### src/rtl/fft_bitrev_reorder.sv
`default_nettype none
// ============================================================================
// Module   : fft_bitrev_reorder
// Brief    : Ping-pong buffer that reorders bit-reversed FFT bins to natural
//            order. Optional out_idx port when FFT_REORDER_IDX_EN is defined.
// Revision : 1.0  initial release
// ============================================================================
module fft_bitrev_reorder #(
  parameter int N_LOG2 = 4,
  parameter int DATA_W = 16
) (
  input  logic                     clk,
  input  logic                     rst,
  input  logic                     in_valid,
  input  logic signed [DATA_W-1:0] in_r,
  input  logic signed [DATA_W-1:0] in_i,
  output logic                     out_valid,
  output logic                     out_first,
  output logic signed [DATA_W-1:0] out_r,
  output logic signed [DATA_W-1:0] out_i
`ifdef FFT_REORDER_IDX_EN
  ,
  output logic [N_LOG2-1:0]        out_idx
`endif
);

  localparam int                c_N       = 2**N_LOG2;
  localparam logic [N_LOG2-1:0] c_LAST    = '1;
  localparam logic [0:0]        c_ST_IDLE = 1'b0;
  localparam logic [0:0]        c_ST_READ = 1'b1;

  logic [2*DATA_W-1:0] r_mem [0:2*c_N-1];

  logic [N_LOG2-1:0]   r_wcnt;
  logic                r_wsel;
  logic [N_LOG2-1:0]   r_rcnt;
  logic                r_rsel;
  logic [0:0]          r_state;

  logic [N_LOG2-1:0]   w_rcnt_nxt;
  logic                w_rsel_nxt;
  logic [0:0]          w_state_nxt;
  logic                w_launch;
  logic                w_rd_end;
  logic                w_rd_act;
  logic [2*DATA_W-1:0] w_rd_word;

  function automatic logic [N_LOG2-1:0] bitrev(input logic [N_LOG2-1:0] a);
    logic [N_LOG2-1:0] res;
    for (int b = 0; b < N_LOG2; b++) begin
      res[b] = a[N_LOG2-1-b];
    end
    return res;
  endfunction

  assign w_launch = in_valid && (r_wcnt == c_LAST);
  assign w_rd_end = (r_state == c_ST_READ) && (r_rcnt == c_LAST);

  // Write side: bank address is {bank, bit-reversed sample count}.
  always_ff @(posedge clk or posedge rst) begin
    if (rst) begin
      r_wcnt <= '0;
      r_wsel <= 1'b0;
    end else if (in_valid) begin
      r_wcnt <= r_wcnt + 1'b1;
      if (r_wcnt == c_LAST) begin
        r_wsel <= ~r_wsel;
      end
    end
  end

  always_ff @(posedge clk) begin
    if (in_valid) begin
      r_mem[{r_wsel, bitrev(r_wcnt)}] <= {in_r, in_i};
    end
  end

  // Next read position; the output registers are loaded from this position so
  // bin 0 leaves on the same edge that accepts the frame's last sample.
  always_comb begin
    w_state_nxt = r_state;
    w_rcnt_nxt  = r_rcnt;
    w_rsel_nxt  = r_rsel;
    if (w_launch && ((r_state == c_ST_IDLE) || w_rd_end)) begin
      w_state_nxt = c_ST_READ;
      w_rcnt_nxt  = '0;
      w_rsel_nxt  = r_wsel;
    end else if (r_state == c_ST_READ) begin
      if (w_rd_end) begin
        w_state_nxt = c_ST_IDLE;
        w_rcnt_nxt  = '0;
      end else begin
        w_rcnt_nxt  = r_rcnt + 1'b1;
      end
    end
  end

  assign w_rd_act  = (w_state_nxt == c_ST_READ);
  assign w_rd_word = r_mem[{w_rsel_nxt, w_rcnt_nxt}];

  always_ff @(posedge clk or posedge rst) begin
    if (rst) begin
      r_state   <= c_ST_IDLE;
      r_rcnt    <= '0;
      r_rsel    <= 1'b0;
      out_valid <= 1'b0;
      out_first <= 1'b0;
      out_r     <= '0;
      out_i     <= '0;
    end else begin
      r_state   <= w_state_nxt;
      r_rcnt    <= w_rcnt_nxt;
      r_rsel    <= w_rsel_nxt;
      out_valid <= w_rd_act;
      out_first <= w_rd_act && (w_rcnt_nxt == '0);
      out_r     <= w_rd_act ? w_rd_word[2*DATA_W-1:DATA_W] : '0;
      out_i     <= w_rd_act ? w_rd_word[DATA_W-1:0]        : '0;
    end
  end

`ifdef FFT_REORDER_IDX_EN
  always_ff @(posedge clk or posedge rst) begin
    if (rst) begin
      out_idx <= '0;
    end else begin
      out_idx <= w_rd_act ? w_rcnt_nxt : '0;
    end
  end
`endif

endmodule
`default_nettype wire

### config.mk
export PLATFORM = sky130hd
export DESIGN_NAME = fft_bitrev_reorder
export DESIGN_NICKNAME = d
export VERILOG_FILES = /design/src/rtl/fft_bitrev_reorder.sv
export SDC_FILE = /design/constraint.sdc
export NUM_CORES = 1
export LEC_CHECK = 0
export BUFFER_PORTS_ARGS = -buffer_cell sky130_fd_sc_hd__buf_4
export CAP_MARGIN = 20
export CELL_PAD_IN_SITES_DETAIL_PLACEMENT = 0
export CELL_PAD_IN_SITES_GLOBAL_PLACEMENT = 1
export CORE_MARGIN = 2
export CORE_UTILIZATION = 40
export DETAILED_ROUTE_END_ITERATION = 8
export PLACE_DENSITY_LB_ADDON = 0.1
export SYNTH_ARGS = -nofsm -noshare
export SYNTH_HDL_FRONTEND = slang
export SYNTH_SLANG_ARGS = --single-unit
### constraint.sdc
create_clock -name clk -period 2.9 [get_ports clk]
set_input_delay 0.58 -clock clk [delete_from_list [all_inputs] [get_ports clk]]
set_output_delay 0.58 -clock clk [all_outputs]
set_load 0.005 [all_outputs]
-- Word level (Yosys, flattened, before mapping)
Memories as Yosys holds them, arrays and structs flattened.
Index checks and enable logic that the tools add are counted.
Widths: inputs -> output; s select.
- register bits: 44
- memory bits (writable): 1024
- input port bits: 35
- output and inout bits: 34
- word-level logic and storage cells: 33
- memories kept: 1
- add/subtract/negate cells: 2
- equality and inequality tests: 2
- multiplexer cells: 11
- bitwise operators: 2
- reduce and logical (&&, ||, !) cells: 7
- memory list (name ; words ; bits a word ; rd ports ; clocked after Yosys merged registers in ; wr ports ; RTL line ; source):
    r_mem ; 32 ; 32 ; 1 ; 0 ; 1 ; 32 ; logic [2*DATA_W-1:0] r_mem [0:2*c_N-1];
- operator list (kind ; count):
    $mux 16 ; 2
    $mux 4 ; 3
    $add 4x1->4 const B ; 2
    $eq 4x4->1 const B ; 2
    $mux 1 ; 6
    $logic_and 1x1->1 ; 4
    $logic_not 4->1 ; 1
    $not 1->1 ; 2
    $reduce_and 2->1 ; 1
    $logic_or 1x1->1 ; 1

-- Logic depth before layout (Yosys ltp)
- word-level depth: 7
- depth in mapped cells: 12

-- Least setup slack after synthesis
No wires, ideal clock.
- path kind: input port to flip-flop
- start point: input port in_valid
- end point: memory r_mem[12][0] in the netlist's numbering (enable)
- library setup time: 0.421 ns
- arrival time: 2.713 ns
- setup slack: -0.234 ns
- stages on the path: 4
- cells stage by stage: buf_4 -> or3b_2 -> clkbuf_1 -> nor2_1
- longest elaborated chain between the ends: 2
- RTL lines (what ; RTL line ; source):
    start: declaration ; 14 ; input logic in_valid,
    $mux 1 ; 73 ; if (in_valid) begin
    $mux 1 (not written as such) ; 74 ; r_mem[{r_wsel, bitrev(r_wcnt)}] <= {in_r, in_i};
    end: declaration ; 32 ;
Every way passes these cells.

-- Worst setup path after layout
- start point: register r_wcnt[0]
- end point: register out_r[12]
- longest elaborated chain between the ends: 6
- RTL lines (what ; RTL line ; source):
    start: declaration ; 34 ; logic [N_LOG2-1:0] r_wcnt;
    start signal: assignment ; 65 ; r_wcnt <= r_wcnt + 1'b1;
    $eq 4x4->1 (*) ; 56 ; assign w_launch = in_valid && (r_wcnt == c_LAST);
    $logic_and 1x1->1 (*) ; 56 ;
    $logic_and 1x1->1 (*) ; 84 ; if (w_launch && ((r_state == c_ST_IDLE) || w_rd_end)) begin
    $mux 1 or $mux 4 (tied branches) ; 84 ;
    $mem_v2 32x32 ; - ;
    $mux 16 (*) ; 116 ; out_r <= w_rd_act ? w_rd_word[2*DATA_W-1:DATA_W] : '0;
    end signal: assignment ; 116 ;
    end: declaration ; 19 ; output logic signed [DATA_W-1:0] out_r,
Mark *: on every way between the ends. The rest lies on a longest branch, timed or not.
A chain may end at the register's enable or synchronous reset.

==> out/results.ini <==
[run_status]
outcome=finished clean

[clock_tree]
cts_sinks=1068
clkTransAtPathRegs_ps=60
insertion_delay_ps=720
cts_buffer_depth=3
cts_buffers=114
h-tree-depth=3
clockRootBuffer=clkbuf_16
cts_tree=built

[detailed_routing]
vias=26200
drtIter0Drc=2604
ant_nets=0
drcViolationCount=0
first_pass_iters=5
avgRoutedWirePerCell_microns=28.8
vias_per_cell=5.64
wl_microns=134000

[yosys]
synth_mux_area_share_pct=4.79
synth_top_family_by_area=simple AND/OR/NAND/NOR gates
syn_nets=2933
synth-simple-area-share_pct=9.18
postSynthCellCount=2896
ys_seq_area_share_pct=76.0
synth_fa_ha_area_share_pct=0.0597
synth-edff-count=1024
synth_xor_area_share_pct=0.122
synthArstFlopShare_pct=4.12
ys_ff_latch=1068
ys.flop_type=edfxtp_1
synth_cell_types=62
synth_compound_area_share_pct=7.65
yosys_warnings=0
syn_area_per_cell_sq_um=14.5
synth_area_sq_mm=0.0419

[global_route]
groute.usage.overall_pct=24.6
grt_pass1_vias=26000
busiest_layer=met2
grt_max_degree=49
use_met1_pct=35.6
use_met3_pct=3.47
gr-total-overflow=0
grt_pass1_wl_microns=189000
grtUsageMet2_pct=39.1
antenna_found_initial=4

[floorplan]
fp-row-count=118
die_w_microns=328
ios=69
die_area_sq_mm=0.107
core_sq_mm=0.104
die_y_microns=328
initial_core_util_pct=40.4

[pwr]
swShare_pct=37.5
power_frac_seq_pct=32.9
intPower_mw=35.8
powerDensity_mw_per_mm2=1130
power.leakage_nw=17.5
power_frac_clock_pct=25.7
peakVddDrop_mv=0.818
switching_power_mw=21.5
comb_power_share_pct=41.4

[sta]
finalHoldViolCount=0
whs_ps=276
fin_crit_sh_pct=99.4
fmax_mhz=347
post-route-min-period_ps=2880
worstMarginPinSlew_ps=642
setup_viol=0
slew_headroom_pct=57.2
fin_skew_ps=40.3
slew_viol_final=0
finalSetupTns_ps=0

[critical_path]
cp-start-kind=flop
r2r-end=out_r[12]
crit_type=reg2reg
critical_path.max_fanout=17
worst_ep_required_time_ps=3500
endpoint_kind=flop
r2r_start=r_wcnt[0]
crit_arrival_ps=3480
r2r_cells=11
r2r_slack_ps=20

[final_layout]
syn2layout_area_growth_pct=20.7
nets=3207
antenna_cells=0
drive_above_1_share_pct=18.5
utilization_pct=48.8

[min_path]
holdCritStartpoint=in_r[0]
hold_class=in2reg
min_delay_path_depth=1
holdPathEnd=r_mem[4][16]

[placement]
portBuffers=68
place_congestion=0.811
dp_hpwl_microns=76800

[job]
maxCapViolations=0

==> area by class of cell <==
| type | count | area (sq um) |
|---|---|---|
| fill | 8870 | 53200 |
| sequential | 1068 | 31900 |
| multi-input combinational | 1638 | 9610 |
| timing repair buffer | 336 | 3530 |
| clock buffer | 137 | 2990 |
| tap | 1380 | 1730 |
| clock inverter | 79 | 811 |
| inverter | 10 | 76.3 |
| timing repair inverter | 2 | 17.5 |
==> worst max path at each step <==
stage / end / from
detailed placement: out_i[11] / in_valid
finish: out_r[12] / r_wcnt[0]
global placement: out_i[11] / in_valid
CTS: out_i[15] / r_wcnt[0]
floorplan: r_mem[12][0] / in_valid
global route: out_r[13] / r_wcnt[0]
==> routing by layer <==
metal | share of wire, % | wire length [microns]
met3 | 5.8 | 7700
met2 | 46 | 61700
met5 | 0 | 0
met1 | 45 | 60500
met4 | 2.9 | 3900
==> placed cells by master (no fill, tap or decap), types with 4 or more instances in the layout <==
master,count
a21oi_2,6
a211oi_1,56
mux2_2,4
o22ai_1,41
clkinvlp_4,4
clkinv_2,29
a21oi_1,192
inv_6,4
nand3b_1,4
nand3_1,99
clkbuf_16,115
mux2i_1,195
nor2_4,37
buf_12,76
nor2_1,4
a221oi_2,10
bufinv_16,15
o221ai_1,11
a221oi_1,14
nor4_1,46
buf_6,4
clkbuf_8,5
buf_4,253
edfxtp_1,1024
nand2_4,4
or3_1,5
a31oi_1,34
o21ai_1,69
clkinv_1,25
a32o_1,29
nor4_2,10
dfrtp_1,44
o21ai_0,17
nand2_1,706
clkbuf_1,18
==> what timing repair did <==
| item | in CTS | in global routing |
|---|---|---|
| resized for setup | 10 | 30 |
| pin swaps | 2 | 8 |
| gates cloned | 0 | 3 |
| hold buffers | 1 | 0 |
| endpoints found under the hold margin | 12 | 0 |
| setup buffers | 2 | 9 |
| setup endpoints to repair | 11 | 25 |
==> flip-flops by register name, summed over array words and instances (netlist names) <==
name and count:
r_mem 1024, out_i 16, out_r 16, r_rcnt 4, r_wcnt 4, out_first 1
r_rsel 1, r_state 1, r_wsel 1
==> power groups by stage <==
stage                     combinational [mW]  clock, mW  sequential, mW
after global placement                  23.0          0            19.1
after floorplan                         12.3          0            18.9
final                                   23.7       14.7            18.8
after CTS                               23.3       15.0            18.8
after global routing                    25.4       15.6            18.9
after detailed placement                23.1          0            19.1
==> stage by stage <==
step	setup slack (ps)	total power, mW	area (sq um)	std cells
floorplan	-234	31.3	41900	2896
global placement	-259	42.1	46400	4419
detailed placement	-332	42.2	46400	4419
CTS	-4.47	57.1	50300	4638
global route	-37.8	59.9	50600	4650
finish	18.7	57.3	50600	4650
==> cells in the mapped netlist, types with 25 or more instances <==
master | instances | area [sq um]
clkbuf_1 | 68 | 255
nand3_1 | 99 | 495
a221oi_1 | 25 | 219
buf_2 | 76 | 380
mux2i_1 | 195 | 1950
dfrtp_1 | 44 | 1100
o21ai_1 | 68 | 340
nand2_1 | 709 | 2660
edfxtp_1 | 1024 | 30700
a21oi_1 | 197 | 986
a32o_1 | 29 | 290
nor2_1 | 38 | 143
a211oi_1 | 56 | 420
o22ai_1 | 41 | 257
a31oi_1 | 34 | 213
nor4_1 | 56 | 350
==> worst max-delay path: stages (launching register included) <==
cell,delay [ps]
dfrtp_1,380
ha_1,250
a41oi_4,310
a22oi_4,100
buf_4,160
bufinv_16,260
buf_12,190
mux2i_1,450
o22ai_1,140
nor4_1,260
a21oi_1,80
a32o_1,210
==> cells by family (layout without fill, tap and decap cells) <==
family                     count (synthesis)  count (layout)
and+or+nand+nor                          927             927
xor gates and xnor gates                   5               5
AOI/OAI and AO/OA                        504             504
adders and majority gates                  2               2
DFF                                     1068            1068
muxes                                    200             200
buffers and inverters                    190             564
Power figures use the tool's default switching activity.
